File: src/rtl/grey_frame_reader_pkg.sv
// Shared camera constants and reader FSM encoding, common to the greyscale packer and the frame reader.
package grey_frame_reader_pkg;

  localparam int CAM_H_PIXELS     = 320;
  localparam int CAM_V_PIXELS     = 240;
  localparam int CAM_PIX_PER_WORD = 6;
  localparam int CAM_WORD_WIDTH   = 48;
  localparam int CAM_PIX_WIDTH    = 8;

  typedef enum logic [1:0] {
    ST_IDLE   = 2'd0,
    ST_PRIME  = 2'd1,
    ST_STREAM = 2'd2
  } frame_state_t;

  function automatic int cam_num_words(input int h_pixels, input int v_pixels, input int pix_per_word);
    return (h_pixels * v_pixels) / pix_per_word;
  endfunction

endpackage

File: src/rtl/grey_frame_reader_pipeline.sv
// Fixed-depth register delay line; here it turns the BRAM read enable into a read-data-valid strobe.
module grey_frame_reader_pipeline #(
  parameter int DEPTH      = 2,
  parameter int DATA_WIDTH = 1
) (
  input  logic                  clk_pixel,
  input  logic                  rst_in,
  input  logic [DATA_WIDTH-1:0] data_in,
  output logic [DATA_WIDTH-1:0] data_out
);

  logic [DATA_WIDTH-1:0] stage [DEPTH];

  always_ff @(posedge clk_pixel or posedge rst_in) begin
    if (rst_in) begin
      for (int i = 0; i < DEPTH; i++) stage[i] <= '0;
    end else begin
      stage[0] <= data_in;
      for (int i = 1; i < DEPTH; i++) stage[i] <= stage[i-1];
    end
  end

  assign data_out = stage[DEPTH-1];

endmodule

File: src/rtl/grey_frame_reader.sv
// Streams one greyscale frame out of packed 48-bit BRAM words with a valid/ready pixel handshake.
//   state     | meaning
//   ST_IDLE   | waiting for start_in, no reads issued
//   ST_PRIME  | word 0 read in flight
//   ST_STREAM | emitting pixels; next word prefetched into the holding register
module grey_frame_reader
  import grey_frame_reader_pkg::*;
#(
  parameter int H_PIXELS     = CAM_H_PIXELS,
  parameter int V_PIXELS     = CAM_V_PIXELS,
  parameter int PIX_PER_WORD = CAM_PIX_PER_WORD,
  parameter int BRAM_LATENCY = 2
) (
  input  logic                      clk_pixel,
  input  logic                      rst_in,
  input  logic                      start_in,
  output logic                      busy_out,
  output logic [13:0]               bram_addr_out,
  output logic                      bram_en_out,
  input  logic [CAM_WORD_WIDTH-1:0] bram_data_in,
  output logic [7:0]                pixel_out,
  output logic [8:0]                hcount_out,
  output logic [7:0]                vcount_out,
  output logic                      pixel_valid_out,
  input  logic                      pixel_ready_in,
  output logic                      frame_done_out
);

  localparam int                   NUM_WORDS = cam_num_words(H_PIXELS, V_PIXELS, PIX_PER_WORD);
  localparam logic [13:0]          LAST_WORD = 14'(NUM_WORDS - 1);
  localparam logic [8:0]           H_LAST    = 9'(H_PIXELS - 1);
  localparam logic [7:0]           V_LAST    = 8'(V_PIXELS - 1);
  localparam int                   PIX_CNT_W = $clog2(PIX_PER_WORD);
  localparam logic [PIX_CNT_W-1:0] PIX_LAST  = PIX_CNT_W'(PIX_PER_WORD - 1);

  // The prefetch must land before the current word drains, and the frame must fill whole words.
  if (PIX_PER_WORD <= BRAM_LATENCY + 1) begin : g_bad_latency
    $error("grey_frame_reader: PIX_PER_WORD must exceed BRAM_LATENCY+1");
  end
  if (((H_PIXELS * V_PIXELS) % PIX_PER_WORD) != 0) begin : g_bad_packing
    $error("grey_frame_reader: H_PIXELS*V_PIXELS must be a multiple of PIX_PER_WORD");
  end

  frame_state_t state, state_nxt;

  logic                      rd_valid;
  logic                      handshake;
  logic                      last_in_word;
  logic                      last_in_frame;
  logic                      issue_first;
  logic                      issue_next;
  logic                      load_first;
  logic                      word_end;
  logic                      frame_end;
  logic                      load_word;
  logic [CAM_WORD_WIDTH-1:0] shift_word;
  logic [CAM_WORD_WIDTH-1:0] hold_word;
  logic [CAM_WORD_WIDTH-1:0] next_word;
  logic [PIX_CNT_W-1:0]      pix_left;

  grey_frame_reader_pipeline #(
    .DEPTH      (BRAM_LATENCY),
    .DATA_WIDTH (1)
  ) u_rd_valid (
    .clk_pixel (clk_pixel),
    .rst_in    (rst_in),
    .data_in   (bram_en_out),
    .data_out  (rd_valid)
  );

  assign handshake     = pixel_valid_out & pixel_ready_in;
  assign last_in_word  = (pix_left == '0);
  assign last_in_frame = (hcount_out == H_LAST) && (vcount_out == V_LAST);
  // Bypass covers a prefetch landing on the same edge the current word drains.
  assign next_word     = rd_valid ? bram_data_in : hold_word;
  assign pixel_out     = shift_word[CAM_WORD_WIDTH-1 -: CAM_PIX_WIDTH];

  always_ff @(posedge clk_pixel or posedge rst_in) begin
    if (rst_in) state <= ST_IDLE;
    else        state <= state_nxt;
  end

  always_comb begin
    state_nxt = state;
    unique case (state)
      ST_IDLE:   if (start_in)                     state_nxt = ST_PRIME;
      ST_PRIME:  if (rd_valid)                     state_nxt = ST_STREAM;
      ST_STREAM: if (handshake && last_in_frame)   state_nxt = ST_IDLE;
      default:                                     state_nxt = ST_IDLE;
    endcase
  end

  always_comb begin
    issue_first = 1'b0;
    load_first  = 1'b0;
    word_end    = 1'b0;
    frame_end   = 1'b0;
    busy_out    = 1'b0;
    case (state)
      ST_IDLE:   issue_first = start_in;
      ST_PRIME: begin
        busy_out   = 1'b1;
        load_first = rd_valid;
      end
      ST_STREAM: begin
        busy_out  = 1'b1;
        frame_end = handshake && last_in_frame;
        word_end  = handshake && last_in_word && !last_in_frame;
      end
      default: ;
    endcase
    load_word  = load_first | word_end;
    issue_next = load_word && (bram_addr_out != LAST_WORD);
  end

  always_ff @(posedge clk_pixel or posedge rst_in) begin
    if (rst_in) begin
      bram_en_out     <= 1'b0;
      bram_addr_out   <= '0;
      hold_word       <= '0;
      shift_word      <= '0;
      pix_left        <= '0;
      pixel_valid_out <= 1'b0;
      hcount_out      <= '0;
      vcount_out      <= '0;
      frame_done_out  <= 1'b0;
    end else begin
      bram_en_out <= issue_first | issue_next;
      if (issue_first)     bram_addr_out <= '0;
      else if (issue_next) bram_addr_out <= bram_addr_out + 14'd1;

      if ((state == ST_STREAM) && rd_valid) hold_word <= bram_data_in;

      if (load_first)     shift_word <= bram_data_in;
      else if (word_end)  shift_word <= next_word;
      else if (frame_end) shift_word <= '0;
      else if (handshake) shift_word <= shift_word << CAM_PIX_WIDTH;

      if (load_word)                      pix_left <= PIX_LAST;
      else if (handshake && !last_in_word) pix_left <= pix_left - 1'b1;

      if (load_first)     pixel_valid_out <= 1'b1;
      else if (frame_end) pixel_valid_out <= 1'b0;

      if (issue_first) begin
        hcount_out <= '0;
        vcount_out <= '0;
      end else if (handshake) begin
        if (hcount_out == H_LAST) begin
          hcount_out <= '0;
          vcount_out <= last_in_frame ? '0 : vcount_out + 8'd1;
        end else begin
          hcount_out <= hcount_out + 9'd1;
        end
      end

      frame_done_out <= frame_end;
    end
  end

endmodule

File: config.mk
export PLATFORM = sky130hd
export DESIGN_NAME = grey_frame_reader
export DESIGN_NICKNAME = d
export VERILOG_FILES = /design/src/rtl/grey_frame_reader_pkg.sv /design/src/rtl/grey_frame_reader_pipeline.sv /design/src/rtl/grey_frame_reader.sv
export SDC_FILE = /design/constraint.sdc
export NUM_CORES = 1
export LEC_CHECK = 0
export CAP_MARGIN = 15
export CORE_ASPECT_RATIO = 0.8
export CORE_MARGIN = 2
export CORE_UTILIZATION = 50
export CTS_BUF_LIST = sky130_fd_sc_hd__clkbuf_4
export DETAILED_ROUTE_END_ITERATION = 8
export PLACE_DENSITY = 0.74
export SYNTH_ARGS = -nofsm -noshare
export SYNTH_HDL_FRONTEND = slang
export SYNTH_HIERARCHICAL = 1
export SYNTH_SLANG_ARGS = --single-unit
File: constraint.sdc
create_clock -name clk_pixel -period 4.7 [get_ports clk_pixel]
set_input_delay 0.705 -clock clk_pixel [delete_from_list [all_inputs] [get_ports clk_pixel]]
set_output_delay 0.705 -clock clk_pixel [all_outputs]
set_load 0.03 [all_outputs]
Yosys cells after proc, flatten, opt, wreduce, memory -nomap -nowiden
Index checks and enable logic that the tools add are counted.
Widths: inputs -> output; s select.
- word-level logic and storage cells: 74
- bits in registers: 137
- add/subtract/negate cells: 4
- reduce and logical (&&, ||, !) cells: 20
- bitwise gates (word level): 3
- mux-type cells: 27
- eq/ne operators: 8
- operators by type and width (cell ; count):
    $mux 48 ; 5
    $mux 8 ; 4
    $mux 14 ; 2
    $mux 9 ; 3
    $add 14x1->14 const B ; 1
    $ne 14x14->1 const B ; 1
    $reduce_bool 2->1 ; 5
    $add 9x1->9 const B ; 1
    $eq 9x9->1 const B ; 1
    $add 8x1->8 const B ; 1
    $eq 8x8->1 const B ; 1
    $logic_and 1x1->1 ; 7
    $mux 1 ; 7
    $mux 2 ; 3
    $mux 3 ; 2
    $pmux 2 s3 ; 1
    $ne 2x2->1 const B ; 2
    $reduce_bool 4->1 ; 1
    $logic_not 3->1 ; 1
    $reduce_and 3->1 ; 1
    $sub 3x1->3 const B ; 1
    $eq 2x1->1 const B ; 1
    $eq 2x2->1 const B ; 1
    $logic_not 1->1 ; 2
    6 further kinds ; 7

Depth between registers and ports, before layout
Gate-level depths: netlist (run 1).
- depth after elaboration: 9
- gate-level depth with buffers: 9
- depth with buffers taken out: 7

By module
The synthesis (run 1) kept the hierarchy.
- modules (own cells, without submodules) (module ; sequential area each (µm²) ; area an instance (µm²) ; times used ; cells each):
    grey_frame_reader ; 3378.2 ; 6686.4 ; 1 ; 607
    grey_frame_reader_pipeline ; 50.0 ; 53.8 ; 1 ; 3

Worst setup path before layout (run 1)
No wires, ideal clock.
- path type: reg2reg
- start: register vcount_out[0]
- end: register bram_addr_out[4]
- cell stages (with the launch flop): 9
- library setup time: 0.078 ns
- data required time: 4.622 ns
- setup slack: 2.375 ns
- data arrival time: 2.247 ns
- period minus slack after synthesis: 2.325 ns
- path through: dfrtp_1 ha_1 and3_1 and4_1 buf_6 o21a_4 buf_6 or4_1 a21oi_1
- cells in the longest elaborated chain, start to end: 8
- RTL lines (element ; line ; RTL):
    start: declaration ; grey_frame_reader.sv:23 ; output logic [7:0] vcount_out,
    start signal: assignment ; grey_frame_reader.sv:151 ; vcount_out <= last_in_frame ? '0 : vcount_out + 8'd1;
    $eq 8x8->1 ; grey_frame_reader.sv:73 ; assign last_in_frame = (hcount_out == H_LAST) && (vcount_out == V_LAST);
    $logic_and 1x1->1 ; grey_frame_reader.sv:73 ;
    $logic_not 1->1 ; grey_frame_reader.sv:108 ; word_end = handshake && last_in_word && !last_in_frame;
    $logic_and 1x1->1 ; grey_frame_reader.sv:108 ;
    $mux 1 ; grey_frame_reader.sv:99 ; case (state)
    $or 1x1->1 ; grey_frame_reader.sv:112 ; load_word = load_first | word_end;
    $logic_and 1x1->1 ; grey_frame_reader.sv:113 ; issue_next = load_word && (bram_addr_out != LAST_WORD);
    $reduce_bool 2->1 (no line) ; -- ;
    end signal: assignment ; grey_frame_reader.sv:130 ; else if (issue_next) bram_addr_out <= bram_addr_out + 14'd1;
    end: declaration ; grey_frame_reader.sv:18 ; output logic [13:0] bram_addr_out,
No other way between the ends.
A chain may end at the register's enable or synchronous reset.

Worst setup path in the final report (run 1)
- start: register state[0]
- end: output port busy_out
- cells in the longest elaborated chain, start to end: 3
- elaborated cells between the ends (all ways): 4
- RTL lines (element ; line ; RTL):
    start: declaration ; grey_frame_reader.sv:44 ; frame_state_t state, state_nxt;
    start signal: assignment ; grey_frame_reader.sv:80 ; else state <= state_nxt;
    $eq 2x2->1 or $eq 2x1->1 (tied branches) ; grey_frame_reader.sv:99 ;
    $reduce_or 2->1 (no line) * ; -- ;
    $mux 1 * ; grey_frame_reader.sv:99 ;
    end: declaration ; grey_frame_reader.sv:17 ; output logic busy_out,
Every way passes the cells marked *; elsewhere a longest branch is shown, timed or not.

==> results of run 1 <==
## cell type report
class / instances / area, um^2 / share of cell area (%)
clock buffers: 18 / 135 / 1.70
clock inverters: 12 / 62.6 / 0.788
inverters: 9 / 36.3 / 0.457
multi-input cells: 412 / 3040 / 38.3
flip-flops and latches: 137 / 3430 / 43.2
well taps: 175 / 219 / 2.76
repair buffers: 102 / 1010 / 12.8
## report_power, final
group          internal [W]  switching (W)  total, W
combinational      0.000855       0.000845   0.00170
sequential          0.00165       0.000300   0.00195
clock              0.000196       0.000416  0.000612
## layer usage
metal | part of all wire (%) | wire length, um | up-vias | GRT usage (%)
met2 | 48 | 7650 | 155 | 37.3
met4 | 0.69 | 110 | 0 | 6.08
met1 | 46 | 7260 | 2699 | 32.0
li1 | - | - | 2403 | -
met5 | 0 | 0 | - | 0
met3 | 5.6 | 893 | 13 | 5.08
## final timing paths
path,slack [ns],depth (start not counted),endpoint,startpoint
setup / recovery,1.99,3,busy_out,state[0]
min in group asynchronous,0.43,2,u_rd_valid/stage[1],rst_in
hold reg to reg,0.39,0,u_rd_valid/data_out,u_rd_valid/stage[1]
setup reg to reg,2.04,6,bram_addr_out[5],state[1]
hold / removal,0.39,0,u_rd_valid/data_out,u_rd_valid/stage[1]
max in group asynchronous,3.16,3,pix_left[0],rst_in
## state kept, by name (all words and copies together) (netlist names), 2 cells and up
signal / count
hold_word: 48
state: 2
hcount_out: 9
bram_addr_out: 14
vcount_out: 8
pix_left: 3
shift_word: 48
## stage by stage
step	setup slack (ns)	cell area [um^2]	hold slack [ns]	utilization [%]
2_1_floorplan	0.384	6740	0.331	-
3_3_place_gp	1.66	7740	0.334	59.5
3_5_place_dp	1.52	7740	0.348	59.5
4_1_cts	1.93	7940	0.383	61.0
5_1_grt	1.72	7940	0.392	61.0
6_report	1.99	7940	0.389	61.0
## synthesized netlist by cell type (2+ instances only)
cell	count	area share (%)
xnor2_1	3	0.39
or4_1	7	0.78
dfrtp_1	137	51
o31ai_1	9	1.0
nand3_1	21	1.6
buf_1	2	0.11
nor2b_1	3	0.28
or3_1	2	0.19
and3_1	10	0.93
clkbuf_1	36	2.0
buf_4	8	0.89
buf_6	2	0.33
a221oi_1	40	5.2
nor3_1	7	0.52
mux2i_1	11	1.6
a211oi_1	2	0.22
mux2_2	90	15
o21ai_0	19	1.4
a41o_1	2	0.30
nor2_1	57	3.2
a21oi_1	16	1.2
nand2b_1	2	0.19
and4_1	3	0.39
o22ai_1	40	3.7
nor3b_1	2	0.22
inv_1	9	0.50
xor2_1	5	0.65
buf_2	4	0.30
and2_1	5	0.46
nand2_1	28	1.6
nand4_1	3	0.28
a31oi_1	3	0.28
ha_1	10	1.9
## kinds of logic (layout without fill, tap and decap cells)
group           after synthesis  count (layout)
mux                         101             101
flops                       137             137
xor+xnor                      8               8
simple gates                156             156
fa+ha+maj                    10              10
buf+inv                      61             141
compound gates              137             137
==> results_dict.tcl, run 1 <==
set metrics [dict create \
    final_nets 741 \
    cp_slowest_stage_delay_ns 0.67 \
    grt_pass1_vias 5194 \
    post-cts-setup-buffers 0 \
    clkSlewWorstSetupHoldPaths_ns 0.12 \
    die_area_um2 14400 \
    postSynthCellCount 610 \
    skew_ns 0.0270 \
    ys_warn_count 6 \
    path_buf_inv 2 \
    antenna_found_initial 0 \
    synthAdderAreaFrac_pct 1.86 \
    synth_top_family_by_area "multiplexers" \
    p_leak_nw 3.26 \
    numPortBuffers 94 \
    slew-limit-headroom_pct 23.3 \
    crit_type "reg -> out" \
    postCtsHoldBufs 0 \
    hold_viol_final 0 \
    worstPathArrival_ns 2.00 \
    maxSlewViolCount 0 \
    ys_types 45 \
    clk_latency_ns 0.54 \
    drv_cap 0 \
    cts.sinks 137 \
    grt_pass1_wl_um 26500 \
    syn-num-nets 672 \
    syn-cell-area_um2 6740 \
    drt_first_pass_iters 5 \
    core_area_um2 13000 \
    htree_levels 4 \
    dp_hpwl_um 10100 \
    finalCriticalPeriod_ns 2.71 \
    peakVddDrop_mv 0.220 \
    layout_commonest_cell "dfrtp_1" \
    synth_compound_area_share_pct 14.1 \
    cp-end-kind "output pin" \
    cts_resized 0 \
    cellPowerDensity_nw_per_um2 537 \
    setup_viol 0 \
    syn-mean-instance-area_um2 11.0 \
    status "complete, no violations" \
    chipWidth_um 134 \
    top_level_ports 95 \
    crit_path_cell_trace "inv_1 -> ha_1 -> clkdlybuf4s50_1" \
    min_period_over_period_pct 57.6 \
    post-place-cells 835 \
    clock_path_buffers 2 \
    cts_root_buffer "clkbuf_4" \
    cp_max_fo 4 \
    row_count 37 \
    fmax_mhz 369 \
    grt_usage_pct 23.1 \
    synth_mux_area_share_pct 16.7 \
    worstSetupStartpointType "flop" \
    async_flop_share_pct 100 \
    rsz0062_at_grt "no" \
    syn_to_final_growth_pct 17.7 \
    cts_made_buffers 17 \
    viasPerCell 6.09 \
    num_vias 5270 \
    yosys.area_share.simple_pct 11.3 \
    synth-seq-cells 137 \
    die_y_um 108 \
    worstPathRequired_ns 3.99 \
    layout-drive-gt1-share_pct 18.8 \
    route.detailed.drc 0 \
    place.gp.congestion 0.806 \
    synth_edf_count 0 \
    grt_max_degree 80 \
    drt-total-wl_um 15900 \
    final_cell_mix "136 x dfrtp_1, 94 x clkdlybuf4s50_1, 90 x mux2_2, 56 x nor2_1" \
    worst_pin_slew_ns 1.15 \
    cts_tree "built" \
    synth-seq-area-share_pct 50.9 \
    holdCritPathClass "reg -> reg" \
    gr-total-overflow 0 \
    synth-main-ff-cell "dfrtp_1" \
    detail_route.wl_per_cell_um 18.4 \
    power_w 0.00426 \
    cpLargestDelayFamily "buffers and inverters" \
    fin_cells 865 \
    start_util_pct 51.8 \
    diodes 0 \
    slowest_stage "clkdlybuf4s50_1" \
    fill_cells 1030 \
    synth_xor_area_share_pct 1.04 \
    drtIter0Drc 368 \
    final_antenna_net_count 0 \
    fin_tns_setup_ns 0 \
]
(Power assumes the default switching activity.)
==> run 2: changes to the inputs <==
==> constraint.sdc (replaced) <==
create_clock -name clk_pixel -period 2.6 [get_ports clk_pixel]
set_input_delay 0.39 -clock clk_pixel [delete_from_list [all_inputs] [get_ports clk_pixel]]
set_output_delay 0.39 -clock clk_pixel [all_outputs]
set_load 0.03 [all_outputs]
==> results_dict.tcl, run 2 (synthesis results as in run 1) <==
set metrics [dict create \
    route.detailed.drc 0 \
    crit_start "state[0]" \
    crit_type "reg -> out" \
    power_w 0.00810 \
    cts.sinks 137 \
    crit_path_cell_trace "inv_1 -> ha_1 -> clkdlybuf4s50_1" \
    status "complete, no violations" \
    row_count 37 \
    layout-drive-gt1-share_pct 20.7 \
    fin_tns_setup_ns 0 \
    holdCritPathClass "in -> async" \
    worstSetupStartpointType "flop" \
    worst_pin_slew_ns 0.482 \
    drv_cap 0 \
    peakVddDrop_mv 0.571 \
    cp-end-kind "output pin" \
    cts_resized 0 \
    slowest_stage "clkdlybuf4s50_1" \
    hold_viol_final 0 \
    setup_viol 0 \
    cp_slowest_stage_delay_ns 0.67 \
    start_util_pct 51.8 \
    worstReg2RegStart "vcount_out[0]" \
    grt_max_degree 81 \
    place.gp.congestion 0.838 \
    die_area_um2 14400 \
    maxSlewViolCount 0 \
    final_nets 752 \
    finalCriticalPeriod_ns 2.43 \
    multi_input_area_um2 3040 \
    fin_cells 876 \
    final_antenna_net_count 0 \
    syn_to_final_growth_pct 20.6 \
    post-cts-setup-buffers 0 \
    viasPerCell 6.02 \
    skew_ns 0.0262 \
    min_period_over_period_pct 93.4 \
    cts_tree "built" \
    detail_route.wl_per_cell_um 18.3 \
    die_y_um 108 \
    regArea_um2 3430 \
    postCtsHoldBufs 0 \
    post-place-cells 846 \
    worstPathArrival_ns 2.04 \
    cts_made_buffers 17 \
    dp_slack_ns 0.222 \
    slew-limit-headroom_pct 67.9 \
    layout_commonest_cell "dfrtp_1" \
    core_area_um2 13000 \
    top_level_ports 95 \
    grt_pass1_wl_um 26700 \
    cellPowerDensity_nw_per_um2 996 \
    reg.largest.list "hold_word (48), shift_word (48), bram_addr_out (14)" \
    drt-total-wl_um 16000 \
    fill_cells 1083 \
    drt_first_pass_iters 7 \
    numPortBuffers 94 \
    gr-total-overflow 0 \
    diodes 0 \
    grt_pass1_vias 5321 \
    htree_levels 4 \
    antenna_found_initial 0 \
    worstPathRequired_ns 2.21 \
    final_cell_mix "136 x dfrtp_1, 94 x clkdlybuf4s50_1, 90 x mux2_2, 56 x nor2_1" \
    timing.final.ws_setup_ns 0.171 \
    cts_root_buffer "clkbuf_4" \
    num_vias 5273 \
    chipWidth_um 134 \
    clk_latency_ns 0.54 \
    fmax_mhz 412 \
    dp_hpwl_um 10300 \
    cp_max_fo 4 \
    clkSlewWorstSetupHoldPaths_ns 0.12 \
    drtIter0Drc 427 \
    clock_path_buffers 2 \
    p_leak_nw 3.36 \
    rsz0062_at_grt "no" \
    grt_usage_pct 23.4 \
]
-- run 2: path summary, 6_finish.rpt --
kind                       slack [ns]             endpoint  cells after the start
setup / recovery                 0.17             busy_out                      3
hold / removal                   0.09  u_rd_valid/stage[1]                      2
setup reg to reg                 0.18     bram_addr_out[6]                      6
hold reg to reg                  0.38  u_rd_valid/data_out                      0
max in group asynchronous        1.85        hold_word[12]                      3
min in group clk_pixel           0.38  u_rd_valid/data_out                      0
-- run 2: per-layer routing --
metal / global-route usage (%) / vias to the layer above / part of all wire [%]
met4: 8.28 / 0 / 1.9
met5: 0 / - / 0
li1: - / 2442 / -
met2: 36.5 / 157 / 47
met3: 4.94 / 32 / 5.6
met1: 32.5 / 2642 / 45
-- run 2: per-stage QoR --
stage / cell area [um^2] / utilization (%) / hold slack, ns
floorplan: 6740 / - / 0.131
global placement: 7850 / 60.3 / 0.341
detailed placement: 7850 / 60.3 / 0.343
CTS: 8130 / 62.5 / 0.0801
global route: 8130 / 62.5 / 0.0904
finish: 8130 / 62.5 / 0.0916
-- run 2: area by class of cell --
class	count	share of cell area [%]
multi-input combinational	412	37.4
inverter	9	0.462
tap	175	2.69
sequential	137	42.2
clock inverter	13	1.91
clock buffer	17	1.57
timing repair buffer	113	13.8
-- run 2: worst max-delay path: cells and delay by family (launching register included) --
family                   cells  cell delay (ns)
flip-flops                   1             0.41
adder cells (fa/ha/maj)      1             0.32
buffers and inverters        2             0.77
-- run 2: power breakdown --
group          switching [W]  total (W)  internal (W)
logic                0.00155    0.00314       0.00160
registers           0.000536    0.00351       0.00298
clock network       0.000793    0.00144      0.000651
total                0.00287    0.00810       0.00523
==> run 3: changes to the inputs <==
--- a/config.mk
+++ b/config.mk
@@ -6,7 +6,7 @@
 export NUM_CORES = 1
 export LEC_CHECK = 0
 export CAP_MARGIN = 15
-export CORE_ASPECT_RATIO = 0.8
+export CORE_ASPECT_RATIO = 1.25
 export CORE_MARGIN = 2
 export CORE_UTILIZATION = 50
 export CTS_BUF_LIST = sky130_fd_sc_hd__clkbuf_4
==> results_dict.tcl, run 3 (synthesis results as in run 1) <==
set metrics [dict create \
    crit_path_cell_trace "ha_1 -> and4bb_1 -> and4_2 -> o211ai_1 -> buf_4 -> a221oi_1 -> nor2_1" \
    drtIter0Drc 296 \
    htree_levels 4 \
    core_area_um2 13200 \
    die_y_um 134 \
    slew-limit-headroom_pct 35.6 \
    drt-total-wl_um 15500 \
    cp-end-kind "flop" \
    detail_route.wl_per_cell_um 17.8 \
    hold_viol_final 0 \
    row_count 47 \
    cellPowerDensity_nw_per_um2 970 \
    regArea_um2 3430 \
    crit_type "reg -> reg" \
    grt_usage_pct 22.1 \
    post-cts-setup-buffers 0 \
    num_vias 5224 \
    layout-drive-gt1-share_pct 20.0 \
    place.gp.congestion 0.855 \
    multi_input_area_um2 3050 \
    final_cell_mix "136 x dfrtp_1, 94 x clkdlybuf4s50_1, 90 x mux2_2, 56 x nor2_1" \
    maxSlewViolCount 0 \
    worst-r2r-cell-count 7 \
    syn_to_final_growth_pct 19.8 \
    grt_pass1_wl_um 25500 \
    dp_hpwl_um 9820 \
    cp_slowest_stage_delay_ns 0.44 \
    cts_root_buffer "clkbuf_4" \
    slowest_stage "dfrtp_1" \
    cts.sinks 137 \
    gr-total-overflow 0 \
    r2r_setup_slack_ns 0.17 \
    start_util_pct 50.9 \
    finalCriticalPeriod_ns 2.43 \
    fmax_mhz 412 \
    final_nets 749 \
    reg.largest.list "hold_word (48), shift_word (48), bram_addr_out (14)" \
    fin_tns_setup_ns 0 \
    final_antenna_net_count 0 \
    clk_latency_ns 0.54 \
    chipWidth_um 108 \
    skew_ns 0.0147 \
    fill_cells 1136 \
    peakVddDrop_mv 0.425 \
    rr_endpoint "shift_word[10]" \
    antenna_found_initial 1 \
    route.detailed.drc 0 \
    min_period_over_period_pct 93.3 \
    drt_first_pass_iters 4 \
    cts_made_buffers 17 \
    clkSlewWorstSetupHoldPaths_ns 0.10 \
    cpLargestDelayFamily "simple AND/OR/NAND/NOR gates" \
    viasPerCell 5.99 \
    holdCritPathClass "in -> async" \
    top_level_ports 95 \
    cts_tree "built" \
    numPortBuffers 94 \
    die_area_um2 14400 \
    dp_slack_ns 0.0929 \
    worstPathRequired_ns 3.02 \
    worst_pin_slew_ns 0.965 \
    worstSetupStartpointType "flop" \
    clock_path_buffers 2 \
    rsz0062_at_grt "no" \
    path_buf_inv 1 \
    cts_resized 0 \
    grt_pass1_vias 5261 \
    setup_viol 0 \
    cp_max_fo 40 \
    p_leak_nw 3.33 \
    status "complete, no violations" \
    layout_commonest_cell "dfrtp_1" \
    worstPathArrival_ns 2.85 \
    postCtsHoldBufs 0 \
    grt_max_degree 62 \
    timing.final.ws_setup_ns 0.173 \
    worstReg2RegStart "hcount_out[0]" \
    drv_cap 0 \
]
## run 3: changes by cell type in the layout (fill, tap and decap cells not counted)
| cell | delta |
|---|---|
| clkbuf_4 | +9 |
| clkinv_2 | -4 |
| bufinv_16 | -2 |
| clkinvlp_4 | -2 |
| diode_2 | +1 |
| inv_6 | -1 |
| clkinv_4 | -2 |
| clkinv_1 | +4 |
| nor2_4 | +1 |
| buf_4 | -4 |
## run 3: layout make-up
class | instances | area share, %
flip-flops and latches | 137 | 42.5
multi-input cells | 413 | 37.8
repair buffers | 109 | 13.5
well taps | 171 | 2.65
clock buffers | 26 | 2.42
clock inverters | 6 | 0.605
inverters | 9 | 0.465
diodes | 1 | 0.0310
## run 3: routing by layer
metal	routed length, um	vias to the layer above	GRT usage [%]
met3	772	18	4.96
met5	0	-	0
met1	6690	2628	29.0
met2	7800	135	36.2
li1	-	2443	-
met4	229	0	8.05
## run 3: worst reg2reg max path, stage by stage (launching register included)
cell and delay (ns):
dfrtp_1 0.44, ha_1 0.24, and4bb_1 0.28, and4_2 0.44, o211ai_1 0.14, buf_4 0.30, a221oi_1 0.40, nor2_1 0.09
## run 3: worst max path at each step
stage	startpoint	end	slack, ns	cells after the start
after global routing	hcount_out[0]	shift_word[36]	0.006	7
after global placement	hcount_out[0]	shift_word[21]	0.19	6
after CTS	vcount_out[0]	shift_word[10]	0.07	6
after detailed placement	hcount_out[0]	shift_word[10]	0.09	6
after floorplan	vcount_out[0]	bram_addr_out[4]	0.27	8
final	hcount_out[0]	shift_word[10]	0.17	7
## run 3: through the flow
step | util (%) | std cells | instance area, um^2 | hold slack (ns) | total power [W]
after global placement | 59.1 | 838 | 7820 | 0.341 | 0.00647
after detailed placement | 59.1 | 838 | 7820 | 0.346 | 0.00663
final | 61.0 | 872 | 8070 | 0.133 | 0.00783
after global routing | 61.0 | 872 | 8070 | 0.102 | 0.00835
after floorplan | - | 610 | 6740 | 0.131 | 0.00577
after CTS | 60.9 | 870 | 8060 | 0.0976 | 0.00788
## run 3: power by group
group	switching, W	total, W	internal, W
Sequential	0.000543	0.00352	0.00298
Combinational	0.00147	0.00305	0.00158
Clock	0.000700	0.00126	0.000556
Total	0.00271	0.00783	0.00511
